## src/rtl/mmio_register_bank_if.sv

```systemverilog
// MMIO link between an initiator (host) and a responder (device): four-phase
// reads, same-cycle-acked writes.
interface mmio_if #(
  parameter int unsigned INDEX_WIDTH = 32,
  parameter int unsigned DATA_WIDTH  = 32
);
  logic                   read_req;
  logic [INDEX_WIDTH-1:0] read_index;
  logic                   read_ack;
  logic [DATA_WIDTH-1:0]  read_data;
  logic                   write_req;
  logic [INDEX_WIDTH-1:0] write_index;
  logic [DATA_WIDTH-1:0]  write_data;
  logic                   write_ack;

  modport device (
    input  read_req, read_index, write_req, write_index, write_data,
    output read_ack, read_data, write_ack
  );

  modport host (
    output read_req, read_index, write_req, write_index, write_data,
    input  read_ack, read_data, write_ack
  );
endinterface

```

## src/rtl/mmio_register_bank.sv

```systemverilog
// Leaf MMIO responder: NUM_RW config registers driving the fabric plus NUM_RO
// read-only status words, with a programmable-latency read FSM.
module mmio_register_bank #(
  parameter int unsigned INDEX_WIDTH  = 32,
  parameter int unsigned DATA_WIDTH   = 32,
  parameter int unsigned NUM_RW       = 8,
  parameter int unsigned NUM_RO       = 4,
  parameter int unsigned READ_LATENCY = 1,
  parameter logic [DATA_WIDTH-1:0] RESET_VALUE = '0
) (
  input  logic                         clock,
  input  logic                         reset,
  mmio_if.device                       host_interface,
  input  logic                         write_stall,
  input  logic [NUM_RO*DATA_WIDTH-1:0] status_in,
  output logic [NUM_RW*DATA_WIDTH-1:0] config_out,
  output logic [NUM_RW-1:0]            write_strobe,
  output logic                         index_error
);

  localparam int unsigned CNT_W = (READ_LATENCY > 1) ? $clog2(READ_LATENCY) : 1;
  localparam logic [CNT_W-1:0] LAT_M1 = CNT_W'(READ_LATENCY - 1);
  localparam logic [INDEX_WIDTH-1:0] IDX_LIMIT = INDEX_WIDTH'(NUM_RW + NUM_RO);

  typedef enum logic [1:0] {ST_IDLE, ST_WAIT, ST_ACK} state_e;

  state_e                         state_q, state_d;
  logic [CNT_W-1:0]               cnt_q, cnt_d;
  logic [INDEX_WIDTH-1:0]         ridx_q, ridx_d;
  logic [DATA_WIDTH-1:0]          rdata_q, rdata_d;
  logic [NUM_RW*DATA_WIDTH-1:0]   cfg_q, cfg_d;
  logic [NUM_RW-1:0]              strobe_q, strobe_d;
  logic                           err_q, err_d;

  logic                           wr_fire;
  logic                           wr_oor;
  logic                           rd_load;
  logic                           rd_oor;
  logic [INDEX_WIDTH-1:0]         rd_sel;
  logic [DATA_WIDTH-1:0]          rd_word;

  always_ff @(posedge clock or negedge reset) begin
    if (!reset) begin
      state_q  <= ST_IDLE;
      cnt_q    <= '0;
      ridx_q   <= '0;
      rdata_q  <= '0;
      cfg_q    <= {NUM_RW{RESET_VALUE}};
      strobe_q <= '0;
      err_q    <= 1'b0;
    end else begin
      state_q  <= state_d;
      cnt_q    <= cnt_d;
      ridx_q   <= ridx_d;
      rdata_q  <= rdata_d;
      cfg_q    <= cfg_d;
      strobe_q <= strobe_d;
      err_q    <= err_d;
    end
  end

  // Write channel: commit on the edge where the ack is high.
  always_comb begin
    wr_fire  = host_interface.write_req && !write_stall;
    cfg_d    = cfg_q;
    strobe_d = '0;
    wr_oor   = 1'b0;
    if (wr_fire) begin
      for (int unsigned i = 0; i < NUM_RW; i++) begin
        if (host_interface.write_index == INDEX_WIDTH'(i)) begin
          cfg_d[i*DATA_WIDTH +: DATA_WIDTH] = host_interface.write_data;
          strobe_d[i] = 1'b1;
        end
      end
      wr_oor = (host_interface.write_index >= IDX_LIMIT);
    end
  end

  // In IDLE the live index is used so READ_LATENCY=1 can load on the request edge.
  always_comb begin
    rd_sel  = (state_q == ST_IDLE) ? host_interface.read_index : ridx_q;
    rd_word = '0;
    rd_oor  = (rd_sel >= IDX_LIMIT);
    for (int unsigned i = 0; i < NUM_RW; i++) begin
      if (rd_sel == INDEX_WIDTH'(i)) rd_word = cfg_q[i*DATA_WIDTH +: DATA_WIDTH];
    end
    for (int unsigned k = 0; k < NUM_RO; k++) begin
      if (rd_sel == INDEX_WIDTH'(NUM_RW + k)) rd_word = status_in[k*DATA_WIDTH +: DATA_WIDTH];
    end
  end

  always_comb begin
    state_d = state_q;
    cnt_d   = cnt_q;
    ridx_d  = ridx_q;
    rdata_d = rdata_q;
    rd_load = 1'b0;
    unique case (state_q)
      ST_IDLE: begin
        if (host_interface.read_req) begin
          ridx_d = host_interface.read_index;
          if (LAT_M1 == '0) begin
            state_d = ST_ACK;
            rd_load = 1'b1;
          end else begin
            state_d = ST_WAIT;
            cnt_d   = LAT_M1;
          end
        end
      end
      ST_WAIT: begin
        cnt_d = cnt_q - 1'b1;
        if (cnt_q == CNT_W'(1)) begin
          state_d = ST_ACK;
          rd_load = 1'b1;
        end
      end
      ST_ACK: begin
        if (!host_interface.read_req) state_d = ST_IDLE;
      end
      default: state_d = ST_IDLE;
    endcase
    if (rd_load) rdata_d = rd_word;
    err_d = err_q | wr_oor | (rd_load & rd_oor);
  end

  always_comb begin
    host_interface.read_ack  = (state_q == ST_ACK);
    host_interface.read_data = rdata_q;
    host_interface.write_ack = wr_fire;
    config_out               = cfg_q;
    write_strobe             = strobe_q;
    index_error              = err_q;
  end

endmodule
```

## src/flat_wrapper.sv

```systemverilog
// flat-port wrapper written by rule: the top's interface ports become plain ports
module mmio_register_bank_flat 
#(
  parameter int unsigned INDEX_WIDTH  = 32,
  parameter int unsigned DATA_WIDTH   = 32,
  parameter int unsigned NUM_RW       = 8,
  parameter int unsigned NUM_RO       = 4,
  parameter int unsigned READ_LATENCY = 1,
  parameter logic [DATA_WIDTH-1:0] RESET_VALUE = '0
)
  (clock, reset, write_stall, status_in, config_out, write_strobe, index_error, host_interface_read_req, host_interface_read_index, host_interface_write_req, host_interface_write_index, host_interface_write_data, host_interface_read_ack, host_interface_read_data, host_interface_write_ack);
  mmio_if #(.INDEX_WIDTH(INDEX_WIDTH), .DATA_WIDTH(DATA_WIDTH)) host_interface_i ();
  input  logic clock;
  input  logic reset;
  input  logic write_stall;
  input  logic [NUM_RO*DATA_WIDTH-1:0] status_in;
  output logic [NUM_RW*DATA_WIDTH-1:0] config_out;
  output logic [NUM_RW-1:0] write_strobe;
  output logic index_error;
  input wire logic [$bits(host_interface_i.read_req)-1:0] host_interface_read_req;
  input wire logic [$bits(host_interface_i.read_index)-1:0] host_interface_read_index;
  input wire logic [$bits(host_interface_i.write_req)-1:0] host_interface_write_req;
  input wire logic [$bits(host_interface_i.write_index)-1:0] host_interface_write_index;
  input wire logic [$bits(host_interface_i.write_data)-1:0] host_interface_write_data;
  output wire logic [$bits(host_interface_i.read_ack)-1:0] host_interface_read_ack;
  output wire logic [$bits(host_interface_i.read_data)-1:0] host_interface_read_data;
  output wire logic [$bits(host_interface_i.write_ack)-1:0] host_interface_write_ack;
  assign host_interface_i.read_req = host_interface_read_req;
  assign host_interface_i.read_index = host_interface_read_index;
  assign host_interface_i.write_req = host_interface_write_req;
  assign host_interface_i.write_index = host_interface_write_index;
  assign host_interface_i.write_data = host_interface_write_data;
  assign host_interface_read_ack = host_interface_i.read_ack;
  assign host_interface_read_data = host_interface_i.read_data;
  assign host_interface_write_ack = host_interface_i.write_ack;
  mmio_register_bank #(.INDEX_WIDTH(INDEX_WIDTH), .DATA_WIDTH(DATA_WIDTH), .NUM_RW(NUM_RW), .NUM_RO(NUM_RO), .READ_LATENCY(READ_LATENCY), .RESET_VALUE(RESET_VALUE)) u_core (.clock(clock), .reset(reset), .host_interface(host_interface_i), .write_stall(write_stall), .status_in(status_in), .config_out(config_out), .write_strobe(write_strobe), .index_error(index_error));
endmodule
```

## config.mk

```make
export PLATFORM = sky130hd
export DESIGN_NAME = mmio_register_bank_flat
export DESIGN_NICKNAME = d
export VERILOG_FILES = /design/src/rtl/mmio_register_bank_if.sv /design/src/rtl/mmio_register_bank.sv /design/src/flat_wrapper.sv
export SDC_FILE = /design/constraint.sdc
export NUM_CORES = 1
export LEC_CHECK = 0
export CAP_MARGIN = 5
export CORE_AREA = 2 2 207 209
export DETAILED_ROUTE_END_ITERATION = 6
export DIE_AREA = 0 0 209 211
export GPL_TIMING_DRIVEN = 0
export PLACE_DENSITY = 0.7
export SETUP_SLACK_MARGIN = 0.5
export SYNTH_ARGS = -nofsm -noshare
export SYNTH_HDL_FRONTEND = slang
export SYNTH_SLANG_ARGS = --single-unit
```

## constraint.sdc

```tcl
create_clock -name clock -period 4.1 [get_ports clock]
set_input_delay 0.615 -clock clock [delete_from_list [all_inputs] [get_ports clock]]
set_output_delay 0.615 -clock clock [all_outputs]
set_load 0.005 [all_outputs]
```

# Yosys cells after proc, flatten, opt, wreduce, memory -nomap -nowiden
# Cells that the tools add are included.
# W data, S select, Z words.
# totals
regBits	332
inputBits	229
output_inout_bits	299
elab_cells	88
# op_classes
n_addsub	1
order_cmp	2
n_eq_ne	23
muxes	30
n_bitwise	3
n_reduce_logical	15
# op_table
operator	n
$mux W32	13
$eq A32 B3 Y1 const B	8
$eq A32 B2 Y1 const B	4
$eq A32 B4 Y1 const B	4
$eq A32 B1 Y1 const B	2
$ge A32 B4 Y1 const B	2
$logic_not A32 Y1	2
$reduce_and A2 Y1	9
$mux W1	11
$mux W8	1
$mux W2	3
$pmux W2 S3	1
$ne A2 B2 Y1 const B	2
$reduce_and A3 Y1	1
$eq A2 B1 Y1 const B	1
$eq A2 B2 Y1 const B	1
$logic_not A2 Y1	1
$ne A2 B1 Y1 const B	1
$or A1 B1 Y1	2
$pmux W1 S2	1
$and A1 B1 Y1	1
$logic_and A1 B1 Y1	1
$logic_not A1 Y1	1
$sub A1 B1 Y1 const B	1

# Longest topological paths before layout
# logic_depth
word_depth	15
ltp_mapped	12
mapped_depth_nobuf	8

# Least setup slack after synthesis
# No wires, ideal clock.
# synth_path
path_kind	input -> register
startpoint	in host_interface_read_index[27]
endpoint	reg u_core.rdata_q[20], in the netlist u_core.host_interface.read_data[20]
setup_ns	0.082
arrival_ns	2.597
required_ns	4.018
path_slack_ns	1.421
cell_stages	9
n_path_buf	2
cell_sequence	or3_1 -> or3_4 -> a211o_1 -> buf_6 -> buf_6 -> nor2_1 -> a211oi_1 -> a221o_1 -> a31oi_1
# synth_between
elab_chain_cells	14
word_cells_on_any_way	25
cone_classes	11 x eq/ne; 13 x mux; 1 x reduce/logical
# synth_rtl
element	line	text
from (decl)	flat_wrapper.sv:21	input wire logic [$bits(host_interface_i.read_index)-1:0] host_interface_read_index;
$mux W32 (*)	mmio_register_bank.sv:81	rd_sel = (state_q == ST_IDLE) ? host_interface.read_index : ridx_q;
$logic_not A32 Y1	mmio_register_bank.sv:85	if (rd_sel == INDEX_WIDTH'(i)) rd_word = cfg_q[i*DATA_WIDTH +: DATA_WIDTH];
$mux W32 (8 in series)	mmio_register_bank.sv:85	
$mux W32 (3 in series)	mmio_register_bank.sv:88	if (rd_sel == INDEX_WIDTH'(NUM_RW + k)) rd_word = status_in[k*DATA_WIDTH +: DATA_WIDTH];
$mux W32 (*)	mmio_register_bank.sv:88	
to (signal assigned)	mmio_register_bank.sv:55	rdata_q <= rdata_d;
to (decl)	mmio_register_bank.sv:30	logic [DATA_WIDTH-1:0] rdata_q, rdata_d;
# Every way passes the cells marked *; elsewhere a longest branch is shown, timed or not.
# A chain may end at the register's enable or synchronous reset.

# Final worst setup path
# layout_path
startpoint	in host_interface_write_index[26]
endpoint	reg u_core.cfg_q[218], in the netlist u_core.config_out[218]
# layout_between
elab_chain_cells	2
# layout_rtl
element	line	text
from (decl)	flat_wrapper.sv:23	input wire logic [$bits(host_interface_i.write_index)-1:0] host_interface_write_index;
$eq A32 B3 Y1	mmio_register_bank.sv:70	if (host_interface.write_index == INDEX_WIDTH'(i)) begin
$reduce_and A2 Y1 (no source line)	n/a	
to (signal assigned)	mmio_register_bank.sv:48	cfg_q <= {NUM_RW{RESET_VALUE}};
to (signal assigned)	mmio_register_bank.sv:56	cfg_q <= cfg_d;
to (decl)	mmio_register_bank.sv:31	logic [NUM_RW*DATA_WIDTH-1:0] cfg_q, cfg_d;
# No other way between the ends.

==> flow_summary.yaml <==
power_and_ir_drop:
  leakagePower_nw: 9.805
  p_per_area_nw_per_um2: 415.1
  p_comb_frac: 0.250
  ir_drop_mv: 0.3142
  pwr-share-seq: 0.387
  p_int_w: 0.006438
  clockPowerShare: 0.363
  switching_power_w: 0.003061
  p_sw_frac: 0.3222
clock_tree:
  cts_buffers: 38
  cts_tree: "done"
  clk_latency_ns: 0.56
  clk_path_buf_depth: 3
  h-tree-depth: 2
  clock_sinks: 330
  ctsHoldBuffers: 0
  root_buffer: "clkbuf_16"
  clkTransAtPathRegs_ns: 0.06
place:
  gp_congestion: 0.8720
  port_buffers: 525
  pre_cts_ws_ns: -0.6529
  dp.final_hpwl_um: 55920
  placed_cells: 2306
sta:
  finalHoldViolations: 0
  min_period_ns: 3.561
  rsz0062_at_grt: "no"
  maxSlewViolCount: 0
  worst_slack_ns: 0.5389
  period_share: 0.8686
  tightestPinTransition_ns: 1.414
  slew_headroom: 0.05745
  max_freq_mhz: 280.8
  tns_ns: 0
  skew_ns: 0.01523
  setup_viol: 0
routing:
  via_per_inst: 6.003
  drt_iter0_drc: 1362
  routed_wl_um: 77980
  post-route-drc-count: 0
  drtPass1Iterations: 6
  vias: 14270
  ant_nets: 0
  detail_route.wl_per_cell_um: 32.81
final_layout:
  layout.nets: 2042
  synthToLayoutAreaGrowth_pct: 48.48
  layout-drive-gt1-share: 0.2440
  finalNonFillerCells: 2377
  nFillCells: 3621
yosys:
  async_flop_share: 1.000
  synth_cells: 1239
  synth_area_leader_cell: "dfrtp_1"
  ys_warn_count: 0
  syn_avg_cell_area_um2: 12.44
  synthTopCellsByArea: "dfrtp_1 54%, mux2_2 21%, a22oi_1 3.1%"
  syn-num-nets: 1469
  syn_area_um2: 15410
  ys_seq_area_frac: 0.5358
  synth_edf_count: 0
  post-synth-top-area-fraction: 0.5358
  synth_seq_cells: 330
  ys.flop_type: "dfrtp_1"
  yosysUniqueCellTypes: 67
worst_setup_path:
  crit_top_cell: "nor2_1"
  crit_path_max_fanout: 10
  path_cells: "clkdlybuf4s50_1 > nor4_1 > nand3_1 > nor2_1 > nand2_1 > nor2_1 > clkbuf_1 > mux2_2"
  cp.arrival_ns: 4.00
  cp-end-kind: "register"
  cp_data_required_time_ns: 4.54
  path_class: "input pin to register"
  crit_path_top_delay_cell: "clkbuf_1"
  startpoint_type: "input pin"
  cpPeakStageDelay_ns: 0.90
floorplanning:
  initial_core_util: 0.3690
  die_h_um: 211
  row_count: 75
  ioPinCount: 528
  dieArea_um2: 44100
  core_um2: 41760
  die_w_um: 209
worst_hold_path:
  hp-class: "input pin to async pin"
global_route:
  grt_pass1_vias: 14780
  grt_util_all_layers: 0.3471
  grt-ovfl-total: 0
  grt_pass1_wl_um: 108000
  antenna_found_initial: 3
  grt_max_degree: 121
job:
  drv_cap: 0
run_status:
  status: "complete, no violations"
## final timing paths
path / start / endpoint / slack (ns) / cells past startpoint
setup / recovery: host_interface_write_index[26] / u_core.config_out[218] / 0.54 / 8
hold / removal: reset / u_core.config_out[18] / 0.12 / 2
setup reg to reg: u_core.state_q[1] / u_core.host_interface.read_data[4] / 0.57 / 12
hold reg to reg: u_core.ridx_q[30] / u_core.ridx_q[30] / 0.50 / 1
max in group asynchronous: reset / u_core.config_out[32] / 2.94 / 3
min in group clock: host_interface_read_index[1] / u_core.ridx_q[1] / 0.47 / 2
## metal layers
layer,vias to the layer above,share of wire,track usage
met5,-,0,0
met4,0,0.043,0.1424
met3,177,0.088,0.08950
met2,854,0.48,0.5817
met1,7334,0.39,0.4281
li1,5903,-,-
## power groups by stage
stage	clock network, W	logic, W	registers (W)
floorplan	0	0.000997	0.00370
global placement	0	0.00222	0.00372
detailed placement	0	0.00227	0.00373
CTS	0.00348	0.00231	0.00367
global route	0.00360	0.00246	0.00371
finish	0.00344	0.00237	0.00368
## synth_stat cells (all sizes together), types with 7 or more instances
master   instances
o221ai          14
a22o            14
nor3            14
buf             38
and3            12
o211ai           8
mux2           287
nor4            13
a21oi           51
dfrtp          330
nor2b            7
a221oi          28
o21ai           23
clkbuf          47
nand2           79
nand3            8
or3             12
a22oi           64
nor2            56
o22ai           26
a2bb2oi         13
a222oi          16
## state kept, by name (all words and copies together), names as in the netlist
signal and cells:
u_core.config_out 256, u_core.ridx_q 32, u_core.index_error 1, u_core.host_interface.read_data 32, u_core.state_q 1, u_core.write_strobe 8
## critical path: cells and delay by family
family	cells	cell delay, ns
muxes	1	0.43
buffers and inverters	2	1.30
and+or+nand+nor	5	1.65
## cell usage in the layout (no fill, tap or decap), types with 5 or more instances in the layout
cell,count
a221o_1,6
clkbuf_16,39
a211o_1,6
buf_4,11
o21ai_0,20
nor2_1,47
a22o_1,14
a21oi_1,51
mux2_1,5
o22ai_1,25
a2bb2oi_1,13
o221ai_1,14
nor2b_1,7
or3_1,11
clkbuf_2,30
a221oi_1,28
a22oi_1,63
clkbuf_1,20
nand3_1,7
nor4_1,12
nand2_1,78
mux2_2,282
clkdlybuf4s50_1,524
nor3_1,10
clkbuf_8,10
buf_2,25
and3_1,12
nor2_2,6
a222oi_1,16
inv_1,6
dfrtp_1,330
o22a_1,6
o211ai_1,5
## cells by family (layout without fill, tap and decap cells)
| kind of cell | Yosys count | in the layout | synth area share |
|---|---|---|---|
| xor+xnor | 1 | 1 | 0.0005684 |
| buf+inv | 91 | 688 | 0.02655 |
| fa+ha+maj | 1 | 1 | 0.0008118 |
| flops | 330 | 330 | 0.5358 |
| other cells | 0 | 2 | 0 |
| simple gates | 216 | 216 | 0.07031 |
| compound gates | 313 | 313 | 0.1562 |
| mux | 287 | 287 | 0.2097 |
## metrics by stage
| step | power [W] | hold slack [ns] | area, um2 | utilization |
|---|---|---|---|---|
| 5_1_grt | 0.009765 | 0.1528 | 22880 | 0.5479 |
| 3_5_place_dp | 0.005999 | 0.4891 | 21450 | 0.5136 |
| 6_report | 0.009498 | 0.1162 | 22880 | 0.5480 |
| 4_1_cts | 0.009462 | 0.1381 | 22770 | 0.5453 |
| 2_1_floorplan | 0.004695 | 0.3194 | 15410 | - |
| 3_3_place_gp | 0.005936 | 0.4815 | 21340 | 0.5110 |
## final cells by class
| class | instances | area, um2 | share of cell area |
|---|---|---|---|
| Timing Repair Buffer | 533 | 5393 | 0.2357 |
| Antenna cell | 2 | 5.005 | 0.0002187 |
| Multi-Input combinational cell | 818 | 6842 | 0.2990 |
| Tap cell | 539 | 674.4 | 0.02947 |
| Sequential cell | 330 | 8258 | 0.3609 |
| Clock buffer | 55 | 1136 | 0.04965 |
| Buffer | 85 | 442.9 | 0.01936 |
| Clock inverter | 9 | 108.9 | 0.004757 |
| Inverter | 6 | 22.52 | 0.0009843 |
## repair_timing
action	4_1_cts	5_1_grt
hold endpoints to repair	0	0
pin swaps	0	2
endpoints found under the setup margin	131	120
resized for setup	31	43
setup buffers	0	5
Note: power is estimated with default switching activity, not from simulation.
